File: src/rtl/regwr_arb.sv
// Round-robin arbiter that merges three register-write requesters onto the two
// register-file write ports, honouring the status-register and PC write blocks.
module regwr_arb #(
    parameter int addrsize = 5
) (
    input  logic                    clk,
    input  logic                    rst,
    input  logic [2:0]              req,
    input  logic [3*addrsize-1:0]   req_addr,
    input  logic [95:0]             req_data,
    input  logic                    stwr_pend,
    input  logic                    pcincr_pend,
    output logic [2:0]              ack,
    output logic [1:0]              write,
    output logic [addrsize-1:0]     wa0,
    output logic [addrsize-1:0]     wa1,
    output logic [31:0]             wd0,
    output logic [31:0]             wd1
);

    localparam int nreq = 3;
    localparam logic [addrsize-1:0] st_addr = addrsize'(28);
    localparam logic [addrsize-1:0] pc_addr = addrsize'(31);

    logic [addrsize-1:0] addr [nreq];
    logic [31:0]         data [nreq];
    logic [nreq-1:0]     elig;

    logic [1:0]      rr;
    logic [1:0]      rr_eff;
    logic [1:0]      rr_next;
    logic [1:0]      sel0;
    logic [1:0]      sel1;
    logic [1:0]      last;
    logic [1:0]      idx;
    logic [2:0]      sum;
    logic            g0;
    logic            g1;
    logic [nreq-1:0] grant;

    always_comb begin
        for (int i = 0; i < nreq; i++) begin
            addr[i] = req_addr[i*addrsize +: addrsize];
            data[i] = req_data[i*32 +: 32];
            elig[i] = req[i]
                      && !(addr[i] == st_addr && stwr_pend)
                      && !(addr[i] == pc_addr && pcincr_pend);
        end
    end

    // Scan from rr; requesters colliding with the port-0 address are skipped.
    always_comb begin
        rr_eff = (rr == 2'd3) ? 2'd0 : rr;
        g0     = 1'b0;
        g1     = 1'b0;
        sel0   = 2'd0;
        sel1   = 2'd0;
        last   = rr_eff;
        grant  = '0;
        idx    = 2'd0;
        sum    = 3'd0;
        for (int k = 0; k < nreq; k++) begin
            sum = {1'b0, rr_eff} + 3'(k);
            idx = (sum >= 3'd3) ? 2'(sum - 3'd3) : sum[1:0];
            if (elig[idx]) begin
                if (!g0) begin
                    g0          = 1'b1;
                    sel0        = idx;
                    grant[idx]  = 1'b1;
                    last        = idx;
                end else if (!g1 && addr[idx] != addr[sel0]) begin
                    g1          = 1'b1;
                    sel1        = idx;
                    grant[idx]  = 1'b1;
                    last        = idx;
                end
            end
        end
        rr_next = (last == 2'd2) ? 2'd0 : last + 2'd1;
        ack     = rst ? 3'b000 : grant;
    end

    always_ff @(posedge clk) begin
        if (rst) begin
            rr    <= 2'd0;
            write <= 2'b00;
            wa0   <= '0;
            wa1   <= '0;
            wd0   <= '0;
            wd1   <= '0;
        end else begin
            write <= {g1, g0};
            if (g0) begin
                wa0 <= addr[sel0];
                wd0 <= data[sel0];
                rr  <= rr_next;
            end
            if (g1) begin
                wa1 <= addr[sel1];
                wd1 <= data[sel1];
            end
        end
    end

endmodule

File: config.mk
export PLATFORM = sky130hd
export DESIGN_NAME = regwr_arb
export DESIGN_NICKNAME = d
export VERILOG_FILES = /design/src/rtl/regwr_arb.sv
export SDC_FILE = /design/constraint.sdc
export NUM_CORES = 1
export LEC_CHECK = 0
export CAP_MARGIN = 20
export CORE_UTILIZATION = 55
export DETAILED_ROUTE_END_ITERATION = 16
export DONT_BUFFER_PORTS = 1
export MAX_ROUTING_LAYER = met4
export PLACE_DENSITY = 0.7
export RECOVER_POWER = 50
export SETUP_SLACK_MARGIN = 0.2
export SYNTH_ARGS = -nofsm -noshare
export SYNTH_HDL_FRONTEND = slang
export SYNTH_SLANG_ARGS = --single-unit
File: constraint.sdc
create_clock -name clk -period 9.1 [get_ports clk]
set_clock_uncertainty 0.05 [all_clocks]
set_input_delay 0.91 -clock clk [delete_from_list [all_inputs] [get_ports clk]]
set_output_delay 0.91 -clock clk [all_outputs]
set_load 0.01 [all_outputs]
# ---- Word level (Yosys, flattened, before mapping)
# Cells that the tools add are included.
dict set report totals {
  inputBits 118
  mem_bits_rw 0
  elab_cells 144
  memories 0
  latch_bits 0
  rom_bits 0
  regBits 78
  out_inout_bits 79
}
dict set report classes {
  n_addsub 6
  muxes 76
  div 0
  n_lt_le_gt_ge 15
  n_mul 0
  eq_ne 10
  n_reduce_logical 23
  bitwise 8
  shift 0
}
# op n
set op_table {}
lappend op_table {{$bmux 32 s2} 2}
lappend op_table {{$mux 32} 4}
lappend op_table {{$bmux 5 s2} 6}
lappend op_table {{$mux 5} 12}
lappend op_table {{$mux 2} 23}
lappend op_table {{$eq 5x5->1 const B} 6}
lappend op_table {{$mux 3} 8}
lappend op_table {{$ge 3x3->1 const B} 6}
lappend op_table {{$not 2->3} 6}
lappend op_table {{$logic_and 1x1->1} 16}
lappend op_table {{$mux 1} 15}
lappend op_table {{$ne 5x5->1} 2}
lappend op_table {{$lt 2x3->1 const B} 3}
lappend op_table {{$logic_not 1->1} 7}
lappend op_table {{$bmux 1 s2} 3}
lappend op_table {{$demux 1 s2} 3}
lappend op_table {{$ge 2x1->1 const B} 3}
lappend op_table {{$ge 3x2->1 const B} 2}
lappend op_table {{$or 3x3->3} 2}
lappend op_table {{$sub 2x2->2 const B} 3}
lappend op_table {{$eq 2x2->1 const B} 2}
lappend op_table {{$add 2x1->3 const B} 1}
lappend op_table {{$add 2x2->3 const B} 1}
lappend op_table {{$add 2x1->2 const B} 1}
lappend op_table {{$ge 2x2->1 const B} 1}

# ---- Depth between registers and ports, before layout
dict set report logic_depth {
  depth_word 25
  mapped_depth 19
  ltp_nobuf 13
}

# ---- Worst setup path before layout
# No wires, ideal clock.
dict set report synth_timing {
  kind {input -> output}
  start {in req_addr[10]}
  end {out ack[1]}
  path_stages 13
  arrival_time_ns 3.533
  setup_slack_ns 4.607
  n_path_buf 2
  required_ns 8.140
  cell_sequence {buf_6 > nor3b_4 > o2111ai_4 > and2_4 > o311a_1 > or4_1 > nor3_1 > nor3_1 > buf_6 > a41oi_1 > o21ai_1 > o221a_2 > nor2_1}
}
dict set report synth_between {
  elab_chain_cells 22
  elab_cells_between_ends 50
  classes_between {eq/ne (4); mux (34); bitwise (4); reduce/logical (8)}
}
# item line_no
set synth_rtl {}
lappend synth_rtl {{start, declared} 9} ;# input logic [3*addrsize-1:0] req_addr,
lappend synth_rtl {{$eq 5x5->1} 46} ;# && !(addr[i] == st_addr && stwr_pend)
lappend synth_rtl {{$logic_and 1x1->1} 46}
lappend synth_rtl {{$logic_not 1->1} 46}
lappend synth_rtl {{$logic_and 1x1->1} 46}
lappend synth_rtl {{$logic_and 1x1->1} 47} ;# && !(addr[i] == pc_addr && pcincr_pend);
lappend synth_rtl {{$bmux 1 s2} 65} ;# if (elig[idx]) begin
lappend synth_rtl {{$mux 1 (implied by the code)} 65}
lappend synth_rtl {{$mux 2} 65}
lappend synth_rtl {{[... 6 more ...]} --}
lappend synth_rtl {{$mux 1} 66} ;# if (!g0) begin
lappend synth_rtl {{$mux 1} 65}
lappend synth_rtl {{$logic_not 1->1} 71} ;# end else if (!g1 && addr[idx] != addr[sel0]) begin
lappend synth_rtl {{$logic_and 1x1->1} 71}
lappend synth_rtl {{$mux 3} 71}
lappend synth_rtl {{$mux 3} 66}
lappend synth_rtl {{$mux 3 (*)} 65}
lappend synth_rtl {{$mux 3 (*)} 80} ;# ack = rst ? 3'b000 : grant;
lappend synth_rtl {{end, declared} 13} ;# output logic [2:0] ack,
# Mark *: on every way between the ends. The rest lies on a longest branch, timed or not. The select of a mux whose other input is x is not followed.

# ---- Worst setup path after layout
dict set report layout_timing {
  start {reg rr[0]}
  end {out ack[1]}
}
dict set report layout_between {
  elab_chain_cells 21
  elab_cells_between_ends 72
  classes_between {add/sub (5); order compare (9); eq/ne (3); mux (44); bitwise (6); reduce/logical (5)}
}
# item line_no
set layout_rtl {}
lappend layout_rtl {{start, declared} 29} ;# logic [1:0] rr;
lappend layout_rtl {{start signal, assigned} 96} ;# rr <= rr_next;
lappend layout_rtl {{$eq 2x2->1} 53} ;# rr_eff = (rr == 2'd3) ? 2'd0 : rr;
lappend layout_rtl {{$mux 2 (*)} 53}
lappend layout_rtl {{$sub 2x2->2 or $ge 2x2->1 (tied branches)} 64} ;# idx = (sum >= 3'd3) ? 2'(sum - 3'd3) : sum[1:0];
lappend layout_rtl {{$mux 2} 64}
lappend layout_rtl {{$bmux 1 s2} 65}
lappend layout_rtl {{$mux 1 (implied by the code)} 65}
lappend layout_rtl {{$mux 2} 65}
lappend layout_rtl {{$not 2->3 (implied by the code)} 71}
lappend layout_rtl {{[... 5 more ...]} --}
lappend layout_rtl {{$mux 1} 66}
lappend layout_rtl {{$mux 1} 65}
lappend layout_rtl {{$logic_not 1->1} 71}
lappend layout_rtl {{$logic_and 1x1->1} 71}
lappend layout_rtl {{$mux 3} 71}
lappend layout_rtl {{$mux 3} 66}
lappend layout_rtl {{$mux 3 (*)} 65}
lappend layout_rtl {{$mux 3 (*)} 80}
# Marks and branches as above.

==> insert_results.sql <==
INSERT INTO impl_metrics (metric_group, metric, value, unit) VALUES
('worst_setup_path', 'timing.critical_path.arrival', '5.87', 'ns'),
('synthesis', 'post_synthesis_area_per_instance', '8.312', 'sq um'),
('worst_setup_path', 'worst-path-max-fanout', '39', ''),
('cts', 'tritoncts.num_buffers', '9', ''),
('status', 'status', 'finished, violations left', ''),
('grt', 'grt_antenna_before_repair', '0', ''),
('sta', 'fmax', '146.5', 'MHz'),
('placed_design', 'gp_congestion', '1.041', ''),
('synthesis', 'synthCells', '664', ''),
('layout', 'flow.area_growth_from_synthesis', '1.406', '%'),
('hold_path', 'hold_class', 'reg -> reg', ''),
('placed_design', 'place.detailed.instances', '734', ''),
('cts', 'cts.root.buffer_cell', 'sky130_fd_sc_hd__clkbuf_8', ''),
('synthesis', 'netlist_top_cells_area', 'sky130_fd_sc_hd__dfxtp_1 (28%), sky130_fd_sc_hd__mux2i_1 (15%), sky130_fd_sc_hd__a21oi_1 (7.7%)', ''),
('floorplanning', 'chipHeight', '102.2', 'microns'),
('worst_setup_path', 'critPathKind', 'reg -> out', ''),
('sta', 'setup-violations-final', '0', ''),
('cts', 'clkTransAtPathRegs', '0.09', 'ns'),
('routing', 'route.detailed.wl_per_inst', '21.80', 'microns'),
('routing', 'drt-total-wl', '16.39', 'mm'),
('layout', 'final_layout_size_suffix_gt1_share', '8.562', '%'),
('sta', 'rel_slew_slack', '-24.57', '%'),
('floorplanning', 'die_footprint', '10440', 'sq um'),
('job', 'drv_cap', '2', ''),
('grt', 'first_global_vias', '4975', ''),
('cts', 'cts_resized', '0', ''),
('routing', 'routed-via-count', '5247', ''),
('cts', 'htree_levels', '3', ''),
('synthesis', 'synth_enable_flop_cells', '0', ''),
('layout', 'area_of_the_multi_input_gates', '3541', 'sq um'),
('synthesis', 'synth-seq-area-share', '28.29', '%'),
('synthesis', 'ys_dominant_reg_cell', 'sky130_fd_sc_hd__dfxtp_1', ''),
('worst_setup_path', 'cp_endpoint_kind', 'output port', ''),
('placed_design', 'portBuffers', '0', ''),
('cts', 'worst_skew_pair.late_latency', '0.35', 'ns'),
('synthesis', 'synth_async_sr_flop_share', '0', '%'),
('floorplanning', 'starting_density_of_the_core', '56.73', '%'),
('cts', 'holdBufCountCts', '0', ''),
('status', 'failed_checks', 'max-capacitance violations, max-slew violations', ''),
('synthesis', 'post_synth_top_area_share', '28.29', '%'),
('floorplanning', 'placeableCoreArea', '9729', 'sq um'),
('floorplanning', 'die_width', '102.2', 'microns'),
('power_and_ir_drop', 'cellPowerDensity', '366.3', 'nW/um^2'),
('sta', 'rsz_0062_raised_after_global_routing', 'no', ''),
('cts', 'tritoncts', 'done', ''),
('grt', 'globalRouteTotalUtil', '30.76', '%'),
('cts', 'cts_buffer_depth', '2', ''),
('grt', 'grt_overflow_total', '0', ''),
('sta', 'hold_violations', '0', ''),
('layout', 'final-instance-count-excl-fill', '752', ''),
('placed_design', 'detailedPlacementHpwl', '11.01', 'mm'),
('grt', 'wire_length_of_the_first_global_routing_pass', '24.45', 'mm'),
('synthesis', 'yosys.cell_count.top_type', 'sky130_fd_sc_hd__nor2_1', ''),
('routing', 'postRouteAntennaNets', '0', ''),
('synthesis', 'postSynthRegisterBits', '78', ''),
('worst_setup_path', 'worst-endpoint-required', '8.14', 'ns'),
('synthesis', 'synthTopCellsByCount', 'sky130_fd_sc_hd__nor2_1 (87), sky130_fd_sc_hd__a21oi_1 (85), sky130_fd_sc_hd__mux2i_1 (82)', ''),
('power_and_ir_drop', 'power.static_leakage', '0.002398', 'uW'),
('routing', 'first_iter_violations', '398', ''),
('floorplanning', 'num_io_pins', '197', ''),
('layout', 'num-nets-final', '736', ''),
('layout', 'finish.instance_area', '5597', 'sq um'),
('routing', 'drc_errors', '0', ''),
('placed_design', 'placed_area', '5379', 'sq um'),
('synthesis', 'yosysUniqueCellTypes', '79', ''),
('synthesis', 'mapped_area', '5519', 'sq um'),
('layout', 'fillers', '911', ''),
('cts', 'post-cts-setup-buffer-count', '0', ''),
('routing', 'route.detailed.vias_per_inst', '6.977', ''),
('sta', 'max_slew_violations', '58', ''),
('layout', 'seqCellArea', '1562', 'sq um');
-- through the flow --
step / utilization, % / setup WS (ns)
after floorplan: - / 4.607
after global placement: 55.29 / 4.258
after detailed placement: 55.29 / 4.101
after CTS: 57.51 / 3.686
after global routing: 57.52 / 1.944
final: 57.52 / 2.274
-- critical path, stage by stage, from the launching register on --
cell                       delay, ns
sky130_fd_sc_hd__dfxtp_1        0.37
sky130_fd_sc_hd__inv_1          0.09
sky130_fd_sc_hd__ha_1           0.29
sky130_fd_sc_hd__clkbuf_1       1.34
sky130_fd_sc_hd__inv_1          0.62
sky130_fd_sc_hd__a311oi_1       0.43
sky130_fd_sc_hd__a21oi_1        0.07
sky130_fd_sc_hd__o311a_1        0.29
sky130_fd_sc_hd__or4_1          0.42
sky130_fd_sc_hd__nor3_1         0.28
sky130_fd_sc_hd__nor3_1         0.14
sky130_fd_sc_hd__buf_2          0.20
sky130_fd_sc_hd__a41oi_1        0.23
sky130_fd_sc_hd__o21ai_1        0.18
sky130_fd_sc_hd__o221a_2        0.36
sky130_fd_sc_hd__nor2_1         0.19
-- layout by cell type (no fill, tap or decap), drive strengths merged, types with 3 or more instances in the layout --
cell type / instances
o2111ai: 4
nor3b: 6
ha: 4
a31oi: 4
o21ai: 18
clkbuf: 12
buf: 9
nand2b: 3
mux2i: 82
a211oi: 41
xnor2: 3
nor2: 88
nand3: 9
nor2b: 6
o211ai: 6
o21a: 3
dfxtp: 78
o22ai: 4
and3: 6
nor3: 7
mux2: 3
inv: 13
a21oi: 85
a22oi: 4
clkinv: 3
a21o: 4
and2: 7
a41oi: 3
nand2: 24
and3b: 4
o221ai: 39
-- layout make-up --
class | instances | area share, %
clock buffer | 11 | 2.705
clock inverter | 5 | 1.163
inverter | 12 | 0.8048
multi-input combinational | 503 | 63.27
sequential | 78 | 27.90
tap | 133 | 2.973
timing repair buffer | 10 | 1.185
-- where the power goes --
part / total [uW] / switching (uW) / internal [uW]
clock: 283 / 138 / 144
combinational: 1130 / 693 / 434
sequential: 640 / 161 / 479
total: 2050 / 992 / 1060
-- routing by layer --
metal  track usage, %  wire, microns  part of all wire, %
met5                -              0                    0
met4            12.42            430                  2.6
met3            7.524           1506                  9.2
met2            51.01           8094                   49
met1            35.58           6361                   39
-- sequential cells by signal, indices dropped and copies added, names as in the netlist --
signal,cells
wa1,5
rr,2
wd1,32
wd0,32
wa0,5
write,2
-- kinds of logic (layout without fill, tap and decap cells) --
| group | count (synthesis) | in the layout | synth area share [%] |
|---|---|---|---|
| buf+inv | 83 | 38 | 8.411 |
| fa+ha+maj | 4 | 4 | 0.9069 |
| compound gates | 239 | 239 | 31.06 |
| mux | 85 | 85 | 15.48 |
| xor+xnor | 4 | 4 | 0.6349 |
| flops | 78 | 78 | 28.29 |
| simple gates | 171 | 171 | 15.21 |
-- final timing paths --
path,from,endpoint,slack (ns),cells after the start
worst max register to register,rr[0],wd1[22],2.90,14
worst min register to register,wd0[1],wd0[1],0.50,2
worst max-delay path,rr[0],ack[1],2.27,15
worst min-delay path,wd0[1],wd0[1],0.50,2
Power figures use the tool's default switching activity.
==> edit 1: new RTL, same flow settings <==
`addrsize`: 5 -> 6.
--- a/src/rtl/regwr_arb.sv
+++ b/src/rtl/regwr_arb.sv
@@ -1,7 +1,7 @@
 // Round-robin arbiter that merges three register-write requesters onto the two
 // register-file write ports, honouring the status-register and PC write blocks.
 module regwr_arb #(
-    parameter int addrsize = 5
+    parameter int addrsize = 6
 ) (
     input  logic                    clk,
     input  logic                    rst,
Interface: changed (resized req_addr, wa0 and wa1); port bits go from 197 to 202. No check against the original RTL was run, so the function may have changed too.
==> edit 1 against the original RTL <==
  * The flow still finishes with violations (max-capacitance violations, max-slew violations)
  * Worst setup slack improved by 1.6 ns
  * Core utilization rose by 1.6 points
  * Synthesized cell count rose by 18%
  * Sequential cell count rose by 2
  * Die area rose by 8.5%
  * Total power fell by 2.7%
  * Routed wire length rose by 19%
  * Design area rose by 11%
  * Critical path depth fell by 6
  * Synthesized area rose by 8.7%
  * Largest cell class unchanged
  * Largest power group unchanged
==> edit 1: results (changes against the original RTL) <==
synth top area cells dfxtp_1 (27%), a21oi_1 (8.3%), mux2i_1 (7.7%), a311oi_1 (5.7%), a22o_1 (5.5%) (was dfxtp_1 (28%), mux2i_1 (15%), a21oi_1 (7.7%), o221ai_1 (6.0%), nor2_1 (5.9%)); outcome complete, but fails checks (unchanged); failing checks max-capacitance violations, max-slew violations (unchanged); dominant delay contributor by cell family on the critical path simple AND/OR/NAND/NOR gates (was buffers and inverters); hpwl dp 13.00 mm (was 11.01 mm); Unique masters post-synth 67 (was 79); Synthesized Nets 908 (was 786); vias per cell 7.100 (was 6.977); Worst Max-Slew Pin Slew 2.991 ns (was 1.869 ns); final hold slack 0.4968 ns (was 0.5035 ns); cell with the largest stage delay on the worst path nor2_1 (was clkbuf_1); most numerous cell types in the synthesized netlist a21oi_1 (99), dfxtp_1 (80), clkbuf_1 (52), nor2_1 (49), mux2i_1 (46) (was nor2_1 (87), a21oi_1 (85), mux2i_1 (82), dfxtp_1 (78), a211oi_1 (41)); number of slew-limit violations in the final report 40 (was 58); proportion of layout cells with a drive suffix above 1 6.731% (was 8.562%); maximum number of pins on one net before global-route repair 77 (was 61); net load switching power 0.0009347 W (was 0.0009919 W); setup slack of the worst register-to-register path 3.83 ns (was 2.90 ns); gp weighted congestion 0.9725 (was 1.041); post-synthesis sequential area ratio 26.69% (was 28.29%); Static Leakage 2.394 nW (was 2.398 nW); fraction of met1 tracks used by global routing 40.58% (was 35.58%); Tot GR Track Use 34.21% (was 30.76%); count of TritonRoute iterations in the first routing pass 5 (was 6); count of maximum capacitance violations 1 (was 2); critical path arrival 5.52 ns (was 5.87 ns)
[edit 1: worst min-delay path: stages, from the launching register on]
cell and delay [ns]:
dfxtp_1 0.35, nand2_1 0.08, a31oi_1 0.08
[edit 1: kinds of logic after synthesis]
family / synth area share, %
and+or+nand+nor: 24.55
adders and majority gates: 0.8342
AOI/OAI and AO/OA: 31.87
xor gates and xnor gates: 1.606
buffers and inverters: 6.403
muxes: 8.050
DFF: 26.69
[edit 1: power by group through the flow]
stage          Combinational [W]  Sequential [W]  Clock, W
2_1_floorplan           0.000858        0.000629         0
3_3_place_gp             0.00102        0.000668         0
3_5_place_dp             0.00105        0.000670         0
4_1_cts                  0.00105        0.000664  0.000264
5_1_grt                  0.00117        0.000680  0.000280
6_report                 0.00106        0.000664  0.000264
[edit 1: area by class of cell]
cell class	count	area share, %
Clock buffer	10	2.064
Clock inverter	6	0.9711
Inverter	10	0.6069
Multi-Input combinational cell	611	66.38
Sequential cell	80	25.90
Tap cell	136	2.751
Timing Repair Buffer	11	1.335
[edit 1: through the flow]
step | utilization (%) | instances | worst slack (ns) | area [um2]
finish | 59.11 | 864 | 3.829 | 6185
global route | 59.11 | 864 | 3.510 | 6185
CTS | 59.18 | 864 | 3.972 | 6192
detailed placement | 57.39 | 848 | 4.324 | 6005
global placement | 57.39 | 848 | 4.489 | 6005
floorplan | - | 783 | 4.814 | 6000
[edit 1: metal layers]
metal	wire, um	up-vias
met4	300	0
li1	-	2819
met3	2087	35
met1	7559	2920
met2	9518	360
met5	0	-
[edit 1: path summary, 6_finish.rpt]
| kind | from | end | depth (start not counted) |
|---|---|---|---|
| min | rr[0] | rr[0] | 2 |
| max reg2reg | rr[0] | wd0[12] | 9 |
| max | rr[0] | wd0[12] | 9 |
| min reg2reg | rr[0] | rr[0] | 2 |
==> edit 2: new RTL, same flow settings <==
Without the edit above. Make the reset (`rst`) asynchronous in one clocked block.
--- a/src/rtl/regwr_arb.sv
+++ b/src/rtl/regwr_arb.sv
@@ -80,7 +80,7 @@
         ack     = rst ? 3'b000 : grant;
     end
 
-    always_ff @(posedge clk) begin
+    always_ff @(posedge clk or posedge rst) begin
         if (rst) begin
             rr    <= 2'd0;
             write <= 2'b00;
Check against the original RTL: differs if rst is asserted again (counterexample within 4 cycles, from zero or initial values and one cycle with rst high); with rst held inactive, the same outputs for 4 cycles.
==> edit 2 against the original RTL <==
  * The flow still finishes with violations (max-capacitance violations, max-slew violations)
  * Routed wire length grew 19%
  * Sequential cell count unchanged
  * Final cell count grew 12%
  * Total power is 50% higher
  * Synthesized area is 17% higher
  * Design area is 19% higher
  * Count of clock-buffer cells in the layout grew 1
  * Worst setup slack better by 1.6 ns
==> edit 2: results (changes against the original RTL) <==
Synthesized Nets 876 (was 786); violation count after the first detailed-route iteration 496 (was 398); master cell of the clock root buffer clkbuf_16 (was clkbuf_8); number of slew-limit violations in the final report 74 (was 58); net load switching power 0.001570 W (was 0.0009919 W); synth top area cells dfrtp_1 (30%), mux2i_1 (7.3%), o211ai_2 (5.8%), a32oi_1 (5.6%), nand2_1 (4.4%) (was dfxtp_1 (28%), mux2i_1 (15%), a21oi_1 (7.7%), o221ai_1 (6.0%), nor2_1 (5.9%)); cells resized by post-CTS repair 0 (unchanged); via count of the first global-routing pass 5,723 (was 4,975); Unique masters post-synth 68 (was 79); Final Net Count 818 (was 736); number of inserted diodes 0 (unchanged); proportion of layout cells with a drive suffix above 1 10.98% (was 8.562%); wire length of the first global-routing pass 29.79 mm (was 24.45 mm); gp weighted congestion 0.9534 (was 1.041); most numerous cell types in the synthesized netlist dfrtp_1 (78), nand2_1 (75), nor2_1 (57), mux2i_1 (47), a32oi_1 (41) (was nor2_1 (87), a21oi_1 (85), mux2i_1 (82), dfxtp_1 (78), a211oi_1 (41)); count of buffers from port buffering 0 (unchanged); Worst Max-Slew Pin Slew 3.900 ns (was 1.869 ns); registers with the highest flip-flop counts wd0 x32, wd1 x32 (unchanged); number of buffers between clock root and the deepest sink 2 (unchanged); outcome complete, but fails checks (unchanged); Tot GR Track Use 32.91% (was 30.76%); total of warnings raised by yosys 0 (unchanged); Static Leakage 2.913 nW (was 2.398 nW); count of TritonRoute iterations in the first routing pass 8 (was 6); Clk Latency, worst-skew pair 0.33 ns (was 0.35 ns); Placement Cell Area 6362 um2 (was 5379 um2); cts bufs inserted 9 (unchanged); critical path arrival 4.28 ns (was 5.87 ns); placement-stage worst setup slack 4.124 ns (was 4.101 ns); post-synthesis sequential area ratio 30.27% (was 28.29%); number of antenna violations at the first check in global routing 0 (unchanged); Max rail drop VDD 0.0002927 V (was 0.0003068 V); vias after detailed routing 6,029 (was 5,247); per-cell routed wire length 23.03 um (was 21.80 um); failing checks max-capacitance violations, max-slew violations (unchanged); maximum number of pins on one net before global-route repair 79 (was 61); maximum fanout along the worst path 35 (was 39); count of maximum capacitance violations 1 (was 2); share of synthesized flip-flops with an asynchronous set or reset 100.0% (was 0%); setup repair bufs after CTS 0 (unchanged); Hold Crit Class in2async (was reg2reg); total number of H-tree levels 3 (unchanged); hpwl dp 13.60 mm (was 11.01 mm); clock input transition at the sequential cells of the worst setup and hold paths 0.06 ns (was 0.09 ns)
## edit 2: cell count changes after synthesis, sizes merged, moves of 32 or more
cell | before | now
a21o | 4 | 36
a21oi | 85 | 19
a32oi | 1 | 42
dfrtp | 0 | 78
dfxtp | 78 | 0
mux2i | 82 | 48
nand2 | 24 | 76
nand4 | 1 | 41
nor2b | 6 | 38
o211ai | 6 | 45
o221ai | 39 | 1
## edit 2: worst max-delay path: stages (launching register included)
cell,delay (ns)
dfrtp_1,0.38
inv_1,0.09
ha_1,0.57
buf_4,0.43
mux2i_1,0.28
o22ai_1,0.12
o21a_1,0.12
or4b_1,0.56
o31ai_2,0.31
a31oi_2,0.27
a21oi_1,0.40
o211ai_1,0.13
a31oi_1,0.29
## edit 2: stage by stage
step                utilization [%]  cells
global placement              55.48    826
finish                        58.23    844
detailed placement            55.72    827
floorplan                         -    754
CTS                           58.23    843
global route                  58.23    844
## edit 2: path summary, 6_finish.rpt
kind	start	to	slack, ns	cells after the start
worst min register to register	wd0[12]	wd0[12]	0.49	1
min in group clk	wd0[12]	wd0[12]	0.49	1
worst max-delay path	rr[0]	ack[0]	3.86	12
worst min-delay path	rst	wd0[11]	0.43	2
worst max register to register	rr[0]	wd1[27]	4.12	13
max in group asynchronous	rst	wa1[4]	4.56	3
## edit 2: power by group through the flow
| stage | Combinational, W | Clock, W | Sequential [W] |
|---|---|---|---|
| floorplan | 0.00167 | 0 | 0.000719 |
| global placement | 0.00184 | 0 | 0.000777 |
| detailed placement | 0.00194 | 0 | 0.000778 |
| CTS | 0.00194 | 0.000350 | 0.000777 |
| global route | 0.00214 | 0.000364 | 0.000795 |
| finish | 0.00195 | 0.000343 | 0.000777 |
## edit 2: layout make-up
type | count | area, um2
well taps | 143 | 178.9
clock buffers | 12 | 256.5
flip-flops and latches | 78 | 1952
fillers | 1058 | 4770
repair buffers | 14 | 117.6
multi-input cells | 579 | 4060
clock inverters | 4 | 30.03
inverters | 14 | 53.80
## edit 2: cell families after synthesis
group,count (synthesis),share of synthesized area [%]
AND/OR/NAND/NOR,265,21.03
adder cells (fa/ha/maj),4,0.7761
multiplexers,50,7.858
XOR/XNOR,5,0.6792
flip-flops,78,30.27
AO/OA/AOI/OAI,255,32.03
buffers and inverters,97,7.354
## edit 2: metal layers
layer / track usage, % / vias up / share of wire, %
li1: - / 2743 / -
met1: 43.18 / 2929 / 42
met2: 49.42 / 330 / 46
met3: 7.937 / 27 / 10
met4: 11.94 / 0 / 1.9
met5: - / - / 0
